### src/rtl/decode_stage.sv
// decode_stage: RV32I decode with branch-tag squash and hold, one-cycle registered outputs.
// Optional feature macro: DECODE_ILLEGAL_EN. When it is defined, the stage adds an
// `illegal` output, and unrecognised words are emitted as live trap markers with
// xu_sel=bypass. When it is undefined, unrecognised words become bubbles.
// Class encodings:
//   xu_sel : 0 none, 1 adder, 2 logical, 3 shifter, 4 branch, 5 memory, 6 bypass
//   fmt    : 0 none, 1 R, 2 I, 3 S, 4 B, 5 U, 6 J
//   i      : adder   ADD 0, SUB 1, SLT 2, SLTU 3, LUI 4, AUIPC 5
//            logical AND 0, OR 1, XOR 2;  shifter SLL 0, SRL 1, SRA 2
//            branch  funct3 compare op, JAL 2, JALR 3
//            memory  LB 0, LH 1, LW 2, LBU 3, LHU 4, SB 5, SH 6, SW 7
module decode_stage #(
    parameter int TAG_W = 4
) (
    input  logic             clk,
    input  logic             reset,
    input  logic [31:0]      instruction,
    input  logic [31:0]      NPC_in,
    input  logic [TAG_W-1:0] tag_in,
    input  logic             valid_in,
    input  logic             hold,
    input  logic             jump_we,
    input  logic [TAG_W-1:0] jump_tag,
    output logic [4:0]       regA,
    output logic [4:0]       regB,
    output logic [4:0]       regD,
    output logic [31:0]      instruction_out,
    output logic [31:0]      NPC,
    output logic [2:0]       i,
    output logic [2:0]       xu_sel,
    output logic [2:0]       fmt,
    output logic [TAG_W-1:0] tag_out,
    output logic             valid_out
`ifdef DECODE_ILLEGAL_EN
    ,
    output logic             illegal
`endif
);

    localparam logic [2:0] XU_NONE   = 3'd0;
    localparam logic [2:0] XU_ADD    = 3'd1;
    localparam logic [2:0] XU_LOGIC  = 3'd2;
    localparam logic [2:0] XU_SHIFT  = 3'd3;
    localparam logic [2:0] XU_BRANCH = 3'd4;
    localparam logic [2:0] XU_MEM    = 3'd5;
`ifdef DECODE_ILLEGAL_EN
    localparam logic [2:0] XU_BYPASS = 3'd6;
`endif

    localparam logic [2:0] FMT_R = 3'd1;
    localparam logic [2:0] FMT_I = 3'd2;
    localparam logic [2:0] FMT_S = 3'd3;
    localparam logic [2:0] FMT_B = 3'd4;
    localparam logic [2:0] FMT_U = 3'd5;
    localparam logic [2:0] FMT_J = 3'd6;

    localparam logic [4:0] OPC_LOAD   = 5'b00000;
    localparam logic [4:0] OPC_OP_IMM = 5'b00100;
    localparam logic [4:0] OPC_AUIPC  = 5'b00101;
    localparam logic [4:0] OPC_STORE  = 5'b01000;
    localparam logic [4:0] OPC_OP     = 5'b01100;
    localparam logic [4:0] OPC_LUI    = 5'b01101;
    localparam logic [4:0] OPC_BRANCH = 5'b11000;
    localparam logic [4:0] OPC_JALR   = 5'b11001;
    localparam logic [4:0] OPC_JAL    = 5'b11011;

    logic [TAG_W-1:0] cur_tag_q, cmp_tag;
    logic             live;
    logic [4:0]       opc;
    logic [2:0]       f3;
    logic             f7b;

    logic             dec_ok;
    logic [2:0]       dec_xu, dec_op, dec_fmt;

    logic [4:0]       rega_q, rega_d, regb_q, regb_d, regd_q, regd_d;
    logic [31:0]      instr_q, instr_d, npc_q, npc_d;
    logic [2:0]       op_q, op_d, xu_q, xu_d, fmt_q, fmt_d;
    logic [TAG_W-1:0] tag_q, tag_d;
    logic             valid_q, valid_d;
    logic             zero_out;
`ifdef DECODE_ILLEGAL_EN
    logic             illegal_q, illegal_d;
`endif

    // A retiring jump's tag is bypassed so the same-cycle input is judged against it.
    assign cmp_tag = jump_we ? jump_tag : cur_tag_q;
    assign live    = valid_in && (tag_in == cmp_tag);
    assign opc     = instruction[6:2];
    assign f3      = instruction[14:12];
    assign f7b     = instruction[30];

    // Current branch tag; follows jump_we regardless of hold.
    always_ff @(posedge clk or negedge reset) begin
        if (!reset) cur_tag_q <= '0;
        else        cur_tag_q <= cmp_tag;
    end

    // Classify the incoming word into unit, operation and immediate format.
    always_comb begin
        dec_ok  = 1'b0;
        dec_xu  = XU_NONE;
        dec_op  = 3'd0;
        dec_fmt = 3'd0;
        if (instruction[1:0] == 2'b11) begin
            case (opc)
                OPC_OP, OPC_OP_IMM: begin
                    dec_ok  = 1'b1;
                    dec_fmt = (opc == OPC_OP) ? FMT_R : FMT_I;
                    case (f3)
                        3'b000: begin dec_xu = XU_ADD;   dec_op = (opc == OPC_OP && f7b) ? 3'd1 : 3'd0; end
                        3'b001: begin dec_xu = XU_SHIFT; dec_op = 3'd0; end
                        3'b010: begin dec_xu = XU_ADD;   dec_op = 3'd2; end
                        3'b011: begin dec_xu = XU_ADD;   dec_op = 3'd3; end
                        3'b100: begin dec_xu = XU_LOGIC; dec_op = 3'd2; end
                        3'b101: begin dec_xu = XU_SHIFT; dec_op = f7b ? 3'd2 : 3'd1; end
                        3'b110: begin dec_xu = XU_LOGIC; dec_op = 3'd1; end
                        default: begin dec_xu = XU_LOGIC; dec_op = 3'd0; end
                    endcase
                end
                OPC_LUI:   begin dec_ok = 1'b1; dec_xu = XU_ADD; dec_op = 3'd4; dec_fmt = FMT_U; end
                OPC_AUIPC: begin dec_ok = 1'b1; dec_xu = XU_ADD; dec_op = 3'd5; dec_fmt = FMT_U; end
                OPC_JAL:   begin dec_ok = 1'b1; dec_xu = XU_BRANCH; dec_op = 3'd2; dec_fmt = FMT_J; end
                OPC_JALR:  begin dec_ok = (f3 == 3'b000); dec_xu = XU_BRANCH; dec_op = 3'd3; dec_fmt = FMT_I; end
                OPC_BRANCH: begin
                    dec_ok  = (f3[2:1] != 2'b01);
                    dec_xu  = XU_BRANCH;
                    dec_op  = f3;
                    dec_fmt = FMT_B;
                end
                OPC_LOAD: begin
                    dec_xu  = XU_MEM;
                    dec_fmt = FMT_I;
                    case (f3)
                        3'b000: begin dec_ok = 1'b1; dec_op = 3'd0; end
                        3'b001: begin dec_ok = 1'b1; dec_op = 3'd1; end
                        3'b010: begin dec_ok = 1'b1; dec_op = 3'd2; end
                        3'b100: begin dec_ok = 1'b1; dec_op = 3'd3; end
                        3'b101: begin dec_ok = 1'b1; dec_op = 3'd4; end
                        default: dec_ok = 1'b0;
                    endcase
                end
                OPC_STORE: begin
                    dec_ok  = (f3 <= 3'b010);
                    dec_xu  = XU_MEM;
                    dec_op  = 3'd5 + f3;
                    dec_fmt = FMT_S;
                end
                default: dec_ok = 1'b0;
            endcase
        end
    end

    // Next output state: hold keeps everything except squashing a stale-tag entry.
    always_comb begin
        rega_d   = rega_q;
        regb_d   = regb_q;
        regd_d   = regd_q;
        instr_d  = instr_q;
        npc_d    = npc_q;
        op_d     = op_q;
        xu_d     = xu_q;
        fmt_d    = fmt_q;
        tag_d    = tag_q;
        valid_d  = valid_q;
`ifdef DECODE_ILLEGAL_EN
        illegal_d = illegal_q;
`endif
        zero_out = 1'b0;
        if (hold) begin
            zero_out = valid_q && (tag_q != cmp_tag);
        end else if (live && dec_ok) begin
            // Unused source fields are zeroed so operand fetch sees no false hazard.
            rega_d  = (dec_fmt == FMT_U || dec_fmt == FMT_J) ? 5'd0 : instruction[19:15];
            regb_d  = (dec_fmt == FMT_I || dec_fmt == FMT_U || dec_fmt == FMT_J) ? 5'd0 : instruction[24:20];
            regd_d  = (dec_fmt == FMT_S) ? 5'd0 : instruction[11:7];
            instr_d = instruction;
            npc_d   = NPC_in;
            op_d    = dec_op;
            xu_d    = dec_xu;
            fmt_d   = dec_fmt;
            tag_d   = tag_in;
            valid_d = 1'b1;
`ifdef DECODE_ILLEGAL_EN
            illegal_d = 1'b0;
        end else if (live) begin
            // Trap marker: word, NPC and tag survive for retire; register fields are x0.
            rega_d    = 5'd0;
            regb_d    = 5'd0;
            regd_d    = 5'd0;
            instr_d   = instruction;
            npc_d     = NPC_in;
            op_d      = 3'd0;
            xu_d      = XU_BYPASS;
            fmt_d     = 3'd0;
            tag_d     = tag_in;
            valid_d   = 1'b1;
            illegal_d = 1'b1;
`endif
        end else begin
            zero_out = 1'b1;
        end
        if (zero_out) begin
            rega_d  = '0;
            regb_d  = '0;
            regd_d  = '0;
            instr_d = '0;
            npc_d   = '0;
            op_d    = '0;
            xu_d    = '0;
            fmt_d   = '0;
            tag_d   = '0;
            valid_d = 1'b0;
`ifdef DECODE_ILLEGAL_EN
            illegal_d = 1'b0;
`endif
        end
    end

    // Output registers; reset clears to the bubble encoding.
    always_ff @(posedge clk or negedge reset) begin
        if (!reset) begin
            rega_q  <= '0;
            regb_q  <= '0;
            regd_q  <= '0;
            instr_q <= '0;
            npc_q   <= '0;
            op_q    <= '0;
            xu_q    <= '0;
            fmt_q   <= '0;
            tag_q   <= '0;
            valid_q <= 1'b0;
`ifdef DECODE_ILLEGAL_EN
            illegal_q <= 1'b0;
`endif
        end else begin
            rega_q  <= rega_d;
            regb_q  <= regb_d;
            regd_q  <= regd_d;
            instr_q <= instr_d;
            npc_q   <= npc_d;
            op_q    <= op_d;
            xu_q    <= xu_d;
            fmt_q   <= fmt_d;
            tag_q   <= tag_d;
            valid_q <= valid_d;
`ifdef DECODE_ILLEGAL_EN
            illegal_q <= illegal_d;
`endif
        end
    end

    assign regA            = rega_q;
    assign regB            = regb_q;
    assign regD            = regd_q;
    assign instruction_out = instr_q;
    assign NPC             = npc_q;
    assign i               = op_q;
    assign xu_sel          = xu_q;
    assign fmt             = fmt_q;
    assign tag_out         = tag_q;
    assign valid_out       = valid_q;
`ifdef DECODE_ILLEGAL_EN
    assign illegal         = illegal_q;
`endif

endmodule

### config.mk
export PLATFORM = sky130hd
export DESIGN_NAME = decode_stage
export DESIGN_NICKNAME = d
export VERILOG_FILES = /design/src/rtl/decode_stage.sv
export SDC_FILE = /design/constraint.sdc
export NUM_CORES = 1
export LEC_CHECK = 0
export CAP_MARGIN = 20
export CORE_MARGIN = 4
export CORE_UTILIZATION = 40
export DETAILED_ROUTE_END_ITERATION = 12
export PLACE_DENSITY = 0.8
export SLEW_MARGIN = 0
export SYNTH_ARGS = -nofsm -noshare
export SYNTH_HDL_FRONTEND = slang
export SYNTH_SLANG_ARGS = --single-unit
### constraint.sdc
create_clock -name clk -period 1.88 [get_ports clk]
set_clock_uncertainty 0.1 [all_clocks]
set_input_delay 0.376 -clock clk [delete_from_list [all_inputs] [get_ports clk]]
set_output_delay 0.376 -clock clk [all_outputs]
set_load 0.005 [all_outputs]
==> impl_results.md, run 1 <==
* Setup violations, final at 93
* Worst reg-to-reg setup slack at -0.19 ns
* Max-slew headroom at between 70 and 80%
* Die height at between 100 and 150 um
* Core area at 10890 um^2
* IO Port Bufs at 169
* Unrepaired setup endpoints after global routing: true
* Yosys top cell area share at 54.46%
* Grt ovf at 0
* Synth Instances at 407
* Slew @ Worst Pin at 0.4418 ns
* Root Buffer: clkbuf_8
* Cells taking the most area after synthesis: dfrtp_1, o2bb2ai_1, inv_1
* CTS Buf Count at 9
* Fin cells at 788
* DR pass1 iterations at 7
* Highest clock rate at 0.4802 GHz
* Leading area contributor after synthesis: dfrtp_1
* Wirelength per Cell at 21.79 um
* H-tree depth at 3
* # rows at 38
* Tcrit/Tclk final at 110.8%
* First-pass GRT wire length at 24270 um
* Post-synthesis sequential area ratio at between 50% and 60%
* P_leak at 0.003757 uW
* Vias at roughly 4300
* Starting Density at 40.93%
* Worst setup margin at -0.2026 ns
* CTS tree: built
* Worst-Skew Late Latency at 0.35 ns
* Worst Reg2Reg Path Length in Cells at 7
* Setup WS pre-CTS at -0.8234 ns
* GR Util All Layers at approximately a quarter
* Share of cells above drive strength 1 at 33.02%
* Top FF cell, synth: dfrtp_1
* Area Growth Syn to Fin at 90.45%
* Iter 0 DRT Violations at 242
* Die Span X at 113.6 um
* Max cap viols at 0
* Clk slew on worst S/H paths at 0.09 ns
* Period minus WS final at 2.083 ns
* Vias in the first global route at 4573
* Worst Path Max Fanout at 7
* Syn nets at 489
* Yosys warnings at 0
* Dpl hpwl at 9897 um
* CTS Buffer Depth at 2
* Final Wtd Congestion at 0.9209
* Hold WC Path Type: input port to asynchronous set/reset pin
* Worst setup SP type: input port
* Routed Antenna Nets at 0
* # nets final at 726
* Drt drc at 0
* Most common cell after layout, fill and taps aside: clkdlybuf4s50_1
* Commonest non-fill, non-tap cells in the layout: clkdlybuf4s50_1, dfrtp_1, inv_1
* Drt total wl at 17170 um
* Diodes inserted at 0
* Status: finished, violations left
* DIE AREA at 12890 um^2
* Io pins at 170
* Failing checks: negative setup slack
* CP Data Required Time at 2.06 ns
* Worst setup path class: input port to flip-flop
* Via count normalized by instance count at 5.452
* FF+latch count, synth at between 90 and 100
* Netlist Area Pre-Place at 4457 um^2
* Setup tns final at -13.17 ns
* Share of synthesized registers carrying an async set or reset at 100.0%
* # clock sinks at 97
* Inst Count DP at roughly 740
* Worst VDD drop at 0.0003230 V
* Post-synth EDFFs at 0
* Final Hold Viols at 0
* Max-slew violations at 0
* Syn_area_per_cell at around 11 um^2
* Critical Path End Type: flip-flop
* Synth cell types at 40
* Initial antenna violation count at 0
* CP Data Arrival Time at 2.26 ns
* Power per Cell Area at 501.3 nW/um^2
* Largest net degree at the start of global routing at 43
==> cells by family (layout without fill, tap and decap cells) <==
kind of cell | Yosys count | count (layout) | synth area share (%)
XOR/XNOR | 8 | 8 | 1.572
AO/OA/AOI/OAI | 127 | 127 | 24.54
buffers and inverters | 99 | 340 | 9.489
AND/OR/NAND/NOR | 65 | 65 | 6.991
flip-flops | 97 | 97 | 54.46
multiplexers | 6 | 6 | 1.544
adder cells (fa/ha/maj) | 5 | 5 | 1.404
==> final timing paths <==
kind / startpoint / endpoint
worst max-delay path: jump_tag[3] / fmt[2]$_DFFE_PN0P_
worst min-delay path: reset / instruction_out[8]$_DFFE_PN0P_
worst max register to register: cur_tag_q[2]$_DFF_PN0_ / fmt[2]$_DFFE_PN0P_
worst min register to register: fmt[2]$_DFFE_PN0P_ / fmt[2]$_DFFE_PN0P_
max in group asynchronous: reset / fmt[1]$_DFFE_PN0P_
min in group clk: fmt[2]$_DFFE_PN0P_ / fmt[2]$_DFFE_PN0P_
==> per-stage QoR <==
| step | instance area [um^2] | total power, uW | util (%) | hold slack (ns) |
|---|---|---|---|---|
| 4_1_cts | 7710 | 4161 | 70.81 | 0.3976 |
| 5_1_grt | 8488 | 4407 | 77.96 | 0.4009 |
| 6_report | 8488 | 4255 | 77.96 | 0.3919 |
| 2_1_floorplan | 4606 | 2362 | - | -0.01959 |
| 3_3_place_gp | 6721 | 2695 | 61.73 | 0.2282 |
| 3_5_place_dp | 6721 | 2708 | 61.73 | 0.2300 |
==> registers in the layout (all words and copies together) (netlist names) <==
signal           flops
NPC                 32
instruction_out     32
regA                 5
regB                 5
regD                 5
cur_tag_q            4
tag_out              4
fmt                  3
i                    3
xu_sel               3
valid_out            1
==> area by class of cell <==
class | instances | area [um^2]
clock buffers | 13 | 158.9
clock inverters | 2 | 37.54
fillers | 641 | 2400
inverters | 70 | 267.8
multi-input cells | 211 | 2630
flip-flops and latches | 97 | 2429
well taps | 140 | 175.2
repair buffers | 255 | 2790
==> layer usage <==
metal  vias up  global-route usage, %  routed length (um)  part of all wire [%]
met1      2176                  31.42                6877                    40
li1       1903                      -                   -                     -
met3        38                  4.934                1040                   6.1
met5         -                      0                   0                     0
met4         0                  8.814                 541                   3.2
met2       179                  39.50                8707                    51
==> where the power goes <==
| part | total [uW] | switching (uW) | internal, uW |
|---|---|---|---|
| clock network | 1400 | 711 | 684 |
| logic | 758 | 373 | 385 |
| registers | 2100 | 7.91 | 2090 |
==> worst max-delay path, cell delays in order <==
cell and delay [ns]:
clkdlybuf4s50_1 0.50, mux2i_4 0.10, xnor2_2 0.14, o41ai_2 0.35, and2_4 0.34, buf_8 0.18
clkbuf_16 0.16, o2bb2ai_2 0.10
==> synthesized netlist by cell type (3+ instances only) <==
| cell type | n |
|---|---|
| dfrtp_1 | 97 |
| clkbuf_1 | 11 |
| a31oi_1 | 4 |
| o211ai_1 | 3 |
| ha_1 | 5 |
| nand3_1 | 10 |
| buf_2 | 14 |
| xnor2_1 | 8 |
| mux2i_1 | 3 |
| inv_1 | 69 |
| o2bb2ai_2 | 10 |
| nand2_1 | 25 |
| a22oi_1 | 4 |
| a21oi_1 | 4 |
| nor2b_1 | 6 |
| o21ai_0 | 12 |
| o2bb2ai_1 | 79 |
| nor2_1 | 8 |
| nor3_1 | 6 |
| and2_1 | 3 |
==> timing repair <==
action | CTS | global route
hold buffers | 1 | 0
pin swaps | 7 | 25
endpoints found under the hold margin | 25 | 0
setup endpoints to repair | 93 | 93
resized for setup | 93 | 80
setup buffers | 12 | 5
cloned | 7 | 9
Power figures use the tool's default switching activity.
==> run 2: changes to the inputs <==
--- a/config.mk
+++ b/config.mk
@@ -5,11 +5,12 @@
 export SDC_FILE = /design/constraint.sdc
 export NUM_CORES = 1
 export LEC_CHECK = 0
+export ABC_AREA = 1
 export CAP_MARGIN = 20
 export CORE_MARGIN = 4
 export CORE_UTILIZATION = 40
 export DETAILED_ROUTE_END_ITERATION = 12
-export PLACE_DENSITY = 0.8
+export PLACE_DENSITY = 0.79
 export SLEW_MARGIN = 0
 export SYNTH_ARGS = -nofsm -noshare
 export SYNTH_HDL_FRONTEND = slang
==> impl_results.md, run 2 <==
* Status: finished, final reports clean
* # clock sinks at 97 (unchanged)
* FF+latch count, synth at 97 (unchanged)
* Max-slew headroom at 34.18% (-36 points)
* First-pass GRT wire length at 23630 um (-2.6%)
* CTS Buffer Depth at 2 (unchanged)
* Crit. Startpoint: instruction[12]
* Yosys top cell area share at 53.58% (-0.89 points)
* Synth Instances at 564 (+39%)
* CTS Buf Count at 9 (unchanged)
* Yosys warnings at 0 (unchanged)
* Dpl hpwl at 10170 um (+2.7%)
* Clk pwr share at 42.6% (+9.8 points)
* Grt ovf at 0 (unchanged)
* Initial antenna violation count at 0 (unchanged)
* Hold Crit Depth at 3
* Share of cells above drive strength 1 at 16.73% (-16 points)
* Worst setup SP type: input port
* H-tree depth at 3 (unchanged)
* Leading area contributor after synthesis: dfrtp_1
* Drt drc at 0 (unchanged)
* Top FF cell, synth: dfrtp_1
* CP cell instances: dlygate4sd2_1, buf_6, buf_4, ha_1, ha_1, inv_1, nand3_1, o21ai_0, nand3_1, nand2_1, nand2_1
* CP Data Required Time at 2.01 ns (-0.05 ns)
* Total power at 4540 uW (+6.7%)
* Power per Cell Area at 595.3 nW/um^2 (+19%)
* Tcrit/Tclk final at 96.54% (-14 points)
* Worst VDD drop at 0.0005458 V (+69%)
* Syn nets at 646 (+32%)
* Routed Antenna Nets at 0 (unchanged)
* Switching pwr at 1041 uW (-4.7%)
* Vias at 4873 (+13%)
* Largest stage delay, worst path at 0.25 ns (-0.25 ns)
* Share of synthesized registers carrying an async set or reset at 100.0% (unchanged)
* Vias in the first global route at 4782 (+4.6%)
* IO Port Bufs at 169 (unchanged)
* Die Span X at 114.4 um (+0.77%)
* Worst hold slack at 0.2282 ns (-0.1638 ns)
* Slowest cell on crit path: dlygate4sd2_1
* Root Buffer: clkbuf_16
* Slew @ Worst Pin at 0.9872 ns (+0.5454 ns)
* CP Buf/Inv Count at 4 (+1)
* Highest clock rate at 0.5510 GHz (+15%)
* Worst-Skew Late Latency at 0.34 ns (about the same)
* Netlist Area Pre-Place at 4531 um^2 (+1.7%)
* Io pins at 170 (unchanged)
* Setup violations, final at 0 (-100%)
* Worst Setup EP: xu_sel[0]$_DFFE_PN0P_
* Clk slew on worst S/H paths at 0.07 ns (-0.02 ns)
* Iter 0 DRT Violations at 331 (+37%)
* Drt total wl at 16270 um (-5.2%)
* Setup tns final at 0 ns (+13.17 ns)
* DR pass1 iterations at 5 (-2)
* # rows at 38 (unchanged)
* Commonest non-fill, non-tap cells in the layout: nand2_1, clkdlybuf4s50_1, nand3_1
* Worst r2r src: cur_tag_q[3]$_DFF_PN0_
* Synth top cells by count: nand2_1, nand3_1, dfrtp_1
* Max-slew violations at 0 (unchanged)
* Wirelength per Cell at 17.29 um (-21%)
* Worst Reg2Reg Path Length in Cells at 9 (+2)
* Post-synth EDFFs at 0 (unchanged)
* Via count normalized by instance count at 5.179 (-5.0%)
* Area Growth Syn to Fin at 68.32%
* Max cap viols at 0 (unchanged)
* Int Power at 3499 uW (+11%)
* Final Wtd Congestion at 0.9066 (-1.6%)
* CP Data Arrival Time at 1.94 ns (-0.32 ns)
* DIE AREA at 13090 um^2 (+1.5%)
* Worst Path Max Fanout at 4 (-3)
* Synth cell types at 23 (-43%)
* CTS tree: built
* Levels on crit path at 11 (+3)
* Final Hold Viols at 0 (unchanged)
* Worst reg-to-reg setup slack at 0.13 ns (+0.32 ns)
* Period minus WS final at 1.815 ns (-0.2676 ns)
* Most common cell in the netlist: nand2_1
* Hold WC Path Type: input port to flip-flop
* Die height at 114.4 um (+0.77%)
* Sw Share at 22.92% (-2.7 points)
* Multi-input logic area at 1956 um^2 (-26%)
* Most common cell after layout, fill and taps aside: nand2_1
* Starting Density at 41.25% (+0.32 points)
* Core area at 10980 um^2 (+0.87%)
* Capturing point of the worst reg2reg path: NPC[21]$_DFFE_PN0P_
* Number of fill cells at 914 (+43%)
* Worst setup path class: input port to flip-flop
* Critical Path End Type: flip-flop
* Cells taking the most area after synthesis: dfrtp_1, nand2_1, nand3_1
* Diodes inserted at 0 (unchanged)
* # nets final at 878 (+21%)
* P_leak at 0.004014 uW (+6.8%)
* Post-synthesis sequential area ratio at 53.58% (-0.89 points)
* GR Util All Layers at 22.53% (-1.5 points)
* Comb power frac at 11.1% (-6.7 points)
* Sequential power share at 46.3% (-3.1 points)
* Largest net degree at the start of global routing at 94 (+120%)
* Sequential Area at 2429 um^2 (unchanged)
* Crit-path leading delay family: buffers and inverters
* Syn_area_per_cell at 8.033 um^2 (-27%)
==> run 2: cell families after synthesis <==
| group | synth area share (%) |
|---|---|
| buffers and inverters | 6.600 |
| xor gates and xnor gates | 0.5801 |
| DFF | 53.58 |
| adders and majority gates | 1.381 |
| AOI/OAI and AO/OA | 1.464 |
| and+or+nand+nor | 36.40 |
==> run 2: worst min path at each step <==
| stage | startpoint | to | slack [ns] |
|---|---|---|---|
| after CTS | reset | NPC[26]$_DFFE_PN0P_ | 0.37 |
| after global placement | reset | NPC[26]$_DFFE_PN0P_ | 0.18 |
| after global routing | tag_in[2] | tag_out[2]$_DFFE_PN0P_ | 0.24 |
| final | tag_in[1] | tag_out[1]$_DFFE_PN0P_ | 0.23 |
| after floorplan | reset | NPC[0]$_DFFE_PN0P_ | -0.02 |
| after detailed placement | reset | NPC[26]$_DFFE_PN0P_ | 0.19 |
==> run 2: metal layers <==
| layer | vias to the layer above | share of wire [%] | GRT usage, % |
|---|---|---|---|
| met1 | 2362 | 42 | 29.01 |
| li1 | 2291 | - | - |
| met3 | 28 | 6.0 | 3.330 |
| met5 | - | 0 | 0 |
| met4 | 0 | 1.7 | 6.492 |
| met2 | 192 | 51 | 39.35 |
==> run 2: area by class of cell <==
| class | count | share of cell area [%] |
|---|---|---|
| clock buffer | 13 | 3.544 |
| clock inverter | 3 | 0.6235 |
| inverter | 31 | 1.526 |
| multi-input combinational | 409 | 25.64 |
| sequential | 97 | 31.85 |
| tap | 140 | 2.297 |
| timing repair buffer | 248 | 34.52 |
==> run 2: what timing repair did <==
action | 4_1_cts | 5_1_grt
endpoints found under the hold margin | 17 | 0
setup buffers | 7 | 5
resized for setup | 27 | 33
gates cloned | 3 | 16
endpoints found under the setup margin | 93 | 79
pin swaps | 5 | 28
hold buffers | 1 | 0
==> run 2: power groups by stage <==
stage,Combinational [uW],Sequential (uW),Clock (uW)
after floorplan,133,2140,0
after global placement,463,2140,0
after detailed placement,468,2140,0
after CTS,481,2100,1970
after global routing,549,2100,2060
final,505,2100,1930
==> run 2: worst register-to-register path: cells and delay by family, from the launching register on <==
kind	cells	cell delay, ns
flops	1	0.37
xor+xnor	1	0.17
simple gates	7	0.86
buf+inv	1	0.19
==> run 2: metrics by stage <==
| step | instances | area (um^2) | setup slack, ns | util (%) |
|---|---|---|---|---|
| 2_1_floorplan | 564 | 4531 | 0.2805 | - |
| 6_report | 941 | 7626 | 0.06500 | 69.44 |
| 4_1_cts | 922 | 7202 | 0.03741 | 65.57 |
| 3_5_place_dp | 895 | 6688 | -0.5285 | 60.89 |
| 3_3_place_gp | 895 | 6688 | -0.5323 | 60.89 |
| 5_1_grt | 941 | 7626 | -0.03209 | 69.44 |
